<file path="src/rtl/shift_frame_pkg.sv">
// Shared types and helpers for the serial frame sequencer.
// FSM state enum, counter-width and frame-length helpers.
package shift_frame_pkg;

  typedef enum logic [1:0] {
    ST_IDLE,
    ST_SHIFT,
    ST_PAR,
    ST_GAP
  } state_e;

  function automatic int cnt_w(input int w);
    return $clog2(w + 1);
  endfunction

  function automatic int frame_len(input int w);
`ifdef SHIFT_FRAME_PARITY_EN
    return w + 1;
`else
    return w;
`endif
  endfunction

  localparam int CNT_W_DEF = cnt_w(4);

endpackage

</file>
<file path="src/rtl/shift_frame_ctrl_piso.sv">
// Parallel-load, shift-left register; MSB is the serial bit.
// Ports: clk/rst, load_i/shift_i enables, data_i word, msb_o.
module piso_shifter #(
  parameter int WIDTH = 4
) (
  input  logic             clk,
  input  logic             rst,
  input  logic             load_i,
  input  logic             shift_i,
  input  logic [WIDTH-1:0] data_i,
  output logic             msb_o
);

  logic [WIDTH-1:0] sr_q;

  always_ff @(posedge clk) begin
    if (rst) begin
      sr_q <= '0;
    end else if (load_i) begin
      sr_q <= data_i;
    end else if (shift_i) begin
      sr_q <= {sr_q[WIDTH-2:0], 1'b0};
    end
  end

  assign msb_o = sr_q[WIDTH-1];

endmodule

</file>
<file path="src/rtl/shift_frame_ctrl.sv">
// Word-to-serial frame sequencer: valid/ready in, MSB-first bits out,
// ser_en strobe, busy, done pulse, GAP idle cycles between frames.
// Ports: clk, rst, in_data/in_valid/in_ready, ser_out, ser_en, busy, done.
// Option: SHIFT_FRAME_PARITY_EN appends an even-parity bit to each frame.
module shift_frame_ctrl
  import shift_frame_pkg::*;
#(
  parameter int WIDTH = 4,
  parameter int GAP   = 1
) (
  input  logic             clk,
  input  logic             rst,
  input  logic [WIDTH-1:0] in_data,
  input  logic             in_valid,
  output logic             in_ready,
  output logic             ser_out,
  output logic             ser_en,
  output logic             busy,
  output logic             done
);

  localparam int CNT_W = cnt_w(WIDTH);
  localparam int GW    = (GAP > 1) ? $clog2(GAP) : 1;
  localparam int GLD   = (GAP > 0) ? GAP - 1 : 0;

  state_e           state_q, state_d;
  logic [CNT_W-1:0] cnt_q, cnt_d;
  logic [GW-1:0]    gap_q, gap_d;
  logic             done_q, done_d;
  logic             load, shift, msb, frame_end;
`ifdef SHIFT_FRAME_PARITY_EN
  logic             par_q, par_d;
`endif

  piso_shifter #(.WIDTH(WIDTH)) u_piso (
    .clk    (clk),
    .rst    (rst),
    .load_i (load),
    .shift_i(shift),
    .data_i (in_data),
    .msb_o  (msb)
  );

  always_comb begin
    state_d   = state_q;
    cnt_d     = cnt_q;
    gap_d     = gap_q;
    done_d    = 1'b0;
    load      = 1'b0;
    shift     = 1'b0;
    frame_end = 1'b0;
    in_ready  = 1'b0;
    ser_en    = 1'b0;
    ser_out   = 1'b0;
`ifdef SHIFT_FRAME_PARITY_EN
    par_d     = par_q;
`endif
    unique case (state_q)
      ST_IDLE: begin
        in_ready = 1'b1;
        if (in_valid) begin
          load    = 1'b1;
          cnt_d   = CNT_W'(WIDTH - 1);
          state_d = ST_SHIFT;
`ifdef SHIFT_FRAME_PARITY_EN
          par_d   = ^in_data;
`endif
        end
      end
      ST_SHIFT: begin
        ser_en  = 1'b1;
        ser_out = msb;
        shift   = 1'b1;
        if (cnt_q == '0) begin
`ifdef SHIFT_FRAME_PARITY_EN
          state_d = ST_PAR;
`else
          frame_end = 1'b1;
`endif
        end else begin
          cnt_d = cnt_q - 1'b1;
        end
      end
`ifdef SHIFT_FRAME_PARITY_EN
      ST_PAR: begin
        ser_en    = 1'b1;
        ser_out   = par_q;
        frame_end = 1'b1;
      end
`endif
      ST_GAP: begin
        if (gap_q == '0) state_d = ST_IDLE;
        else             gap_d   = gap_q - 1'b1;
      end
      default: state_d = ST_IDLE;
    endcase

    // Last frame bit: with no gap a new word may load here so the
    // next frame follows without a dead cycle.
    if (frame_end) begin
      done_d = 1'b1;
      if (GAP == 0) begin
        in_ready = 1'b1;
        if (in_valid) begin
          load    = 1'b1;
          cnt_d   = CNT_W'(WIDTH - 1);
          state_d = ST_SHIFT;
`ifdef SHIFT_FRAME_PARITY_EN
          par_d   = ^in_data;
`endif
        end else begin
          state_d = ST_IDLE;
        end
      end else begin
        state_d = ST_GAP;
        gap_d   = GW'(GLD);
      end
    end
  end

  always_ff @(posedge clk) begin
    if (rst) begin
      state_q <= ST_IDLE;
      cnt_q   <= '0;
      gap_q   <= '0;
      done_q  <= 1'b0;
`ifdef SHIFT_FRAME_PARITY_EN
      par_q   <= 1'b0;
`endif
    end else begin
      state_q <= state_d;
      cnt_q   <= cnt_d;
      gap_q   <= gap_d;
      done_q  <= done_d;
`ifdef SHIFT_FRAME_PARITY_EN
      par_q   <= par_d;
`endif
    end
  end

  assign busy = (state_q != ST_IDLE);
  assign done = done_q;

endmodule

</file>
<file path="config.mk">
export PLATFORM = sky130hd
export DESIGN_NAME = shift_frame_ctrl
export DESIGN_NICKNAME = d
export VERILOG_FILES = /design/src/rtl/shift_frame_pkg.sv /design/src/rtl/shift_frame_ctrl_piso.sv /design/src/rtl/shift_frame_ctrl.sv
export SDC_FILE = /design/constraint.sdc
export NUM_CORES = 1
export LEC_CHECK = 0
export CAP_MARGIN = 20
export CORE_AREA = 2 2 39 41
export DETAILED_ROUTE_END_ITERATION = 10
export DIE_AREA = 0 0 41 43
export GPL_TIMING_DRIVEN = 0
export SKIP_CTS_REPAIR_TIMING = 1
export SYNTH_ARGS = -nofsm -noshare
export SYNTH_HDL_FRONTEND = slang
export SYNTH_HIERARCHICAL = 1
export SYNTH_SLANG_ARGS = --single-unit
</file>
<file path="constraint.sdc">
create_clock -name clk -period 2.06 [get_ports clk]
set_input_delay 0.206 -clock clk [delete_from_list [all_inputs] [get_ports clk]]
set_output_delay 0.206 -clock clk [all_outputs]
set_load 0.1 [all_outputs]
</file>
==> qor.csv <==
stage;metric;value;unit
critical_path;Crit Path Class;reg2out;
synthesis;Async SR Flop Fraction;0;
routing;final wirelength;745;µm
critical_path;crit path max fanout;9;
timing;RSZ-0062 raised after global routing;false;
critical_path;R2R depth;6;
grt;vias in the first global route;273;
timing;final setup fails;0;
timing;Pins Over Slew Limit;0;
synthesis;Yosys top cell area share;0.449;
synthesis;Post-synth top cells;dfxtp_1 (10), a211oi_1 (5), inv_1 (5);
placement;Port Buffer Count;11;
synthesis;Yosys cell types;17;
grt;largest net degree at the start of global routing;12;
floorplan;Die W;41;µm
synthesis;synthesized area;445;µm²
layout;Inserted Diodes;0;
timing;Final Hold Fails;0;
placement;DPL Wire Length;528;µm
synthesis;cell with the most instances after synthesis;dfxtp_1;
timing;Fmax;0.519;GHz
timing;Final Critical Period;1.93;ns
timing;setup TNS;0;ns
clocking;Clock Sink Count;10;
critical_path;startpoint types;flip-flop;
clocking;CTS clk-pin slew, worst paths;0.06;ns
critical_path;slowest CP cell;dlymetal6s2s_1;
routing;Post-route DRC;0;
synthesis;Syn Area/Cell;10.1;µm²
routing;post-route ant nets;0;
routing;Via Count;341;
power;Power Density;875;nW/µm²
clocking;clk_lat worst skew;0.25;ns
synthesis;ys flop type;dfxtp_1;
power;maximum VDD drop;0.368;mV
grt;GRT Util Overall;0.108;
layout;nets;69;
synthesis;register area share after synthesis;0.449;
critical_path;CP Cell Sequence;nor2b_4 -> dlymetal6s2s_1;
critical_path;Worst setup EP type;output pin;
timing;Final Cycle Share;0.935;
floorplan;Top Ports;12;
clocking;Clock Path Buffers;2;
grt;grt ovf;0;
power;Pleak;0.275;nW
power;Tot Pwr;0.533;mW
critical_path;WP data required;1.85;ns
clocking;H-tree levels;1;
run_status;status;completed;
timing;Max transition margin;0.354;
floorplan;Cell Rows;14;
clocking;CTS Buf Count;3;
synthesis;cell taking the most area after synthesis;dfxtp_1;
synthesis;total of warnings raised by yosys;6;
synthesis;Synthesized Nets;53;
synthesis;Seq cells post-synth;10;
layout;final-layout fill cell count;148;
synthesis;Synth Instances;44;
hold_path;hold depth;1;
timing;Post-Route Skew;0.000780;ns
floorplan;Core ar.;1380;µm²
floorplan;die area;1760;µm²
critical_path;slowest stage delay, CP;0.79;ns
critical_path;Critical Path AT;1.72;ns
critical_path;reg-to-reg setup timing slack;0.55;ns
routing;drt wl/cell;10.1;µm
routing;1st-iter DRT viols;5;
clocking;TritonCTS clock tree;done;
layout;area growth from synthesis to layout;36.8;%
synthesis;number of synthesized flops with an enable pin;0;
grt;first-pass GRT wire length;1230;µm
run;Max Cap Viol;0;
synthesis;top cells by area, synth;dfxtp_1 (45%), a211oi_1 (8.4%), mux2i_1 (6.7%);
placement;Final Wtd Congestion;0.683;
layout;layout cell share with drive strength beyond 1;0.172;
routing;Detailed Routing Iterations Pass 1;4;
clocking;CTS root buffer;clkbuf_4;
timing;Worst Tran Pin Value;0.967;ns
floorplan;die height;43;µm
floorplan;Initial Utilization;0.322;
routing;Vias/cell;4.61;
grt;initial antenna violation count;0;
hold_path;worst min path class;reg2reg;
[worst max-delay path: cells and delay by family (launching register included)]
kind | cells | cell delay (ns)
buffers and inverters | 1 | 0.79
DFF | 1 | 0.38
and+or+nand+nor | 1 | 0.29
[cell families (layout without fill, tap and decap cells)]
family	Yosys count	after routing	synth area share
compound gates	8	8	0.138
mux	3	3	0.0674
buf+inv	5	19	0.0421
fa+ha+maj	2	2	0.0562
simple gates	16	16	0.247
flops	10	10	0.449
[flip-flops by register name (all words and copies together) (netlist names)]
name	cells
state_q	2
cnt_q	3
u_piso/sr_q	4
done	1
[final timing paths]
path | start | to
worst max-delay path | state_q[0] | ser_en
worst min-delay path | cnt_q[0] | cnt_q[0]
worst max register to register | cnt_q[0] | cnt_q[0]
worst min register to register | cnt_q[0] | cnt_q[0]
[final cells by class]
| type | instances | area [µm²] | share of cell area |
|---|---|---|---|
| timing repair buffer | 11 | 113 | 0.185 |
| sequential | 10 | 200 | 0.329 |
| tap | 16 | 20.0 | 0.0329 |
| multi-input combinational | 29 | 235 | 0.386 |
| inverter | 5 | 18.8 | 0.0308 |
| clock buffer | 3 | 22.5 | 0.0370 |
[metal layers]
metal / part of all wire / GRT usage / routed length [µm] / vias up
met4: 0.019 / 0.0800 / 14 / 0
met2: 0.42 / 0.109 / 316 / 9
met1: 0.51 / 0.156 / 382 / 147
li1: - / - / - / 183
met5: 0 / 0 / 0 / -
met3: 0.042 / 0.0628 / 31 / 2
[placed cells by master (no fill, tap or decap), types with 3 or more instances in the layout]
master	count
mux2i_1	3
clkbuf_4	3
a211oi_1	5
inv_1	5
nor2b_1	3
dfxtp_1	10
dlymetal6s2s_1	3
clkdlybuf4s50_1	7
[report_power, final]
| group | internal, mW | leakage [nW] | switching [mW] |
|---|---|---|---|
| Combinational | 0.0628 | 0.179 | 0.120 |
| Clock | 0.0670 | 0.0138 | 0.0577 |
| Sequential | 0.213 | 0.0825 | 0.0123 |
[metrics by stage]
step / utilization / instance area, µm² / cells / hold WS, ns / setup WS [ns]
final: 0.440 / 609 / 74 / 0.467 / 0.134
after global routing: 0.440 / 609 / 74 / 0.495 / 0.0567
after CTS: 0.439 / 607 / 74 / 0.473 / -0.395
after detailed placement: 0.422 / 584 / 71 / 0.461 / -0.108
after global placement: 0.422 / 584 / 71 / 0.459 / -0.108
after floorplan: - / 454 / 44 / 0.275 / -0.0412
Power figures use the tool's default switching activity.
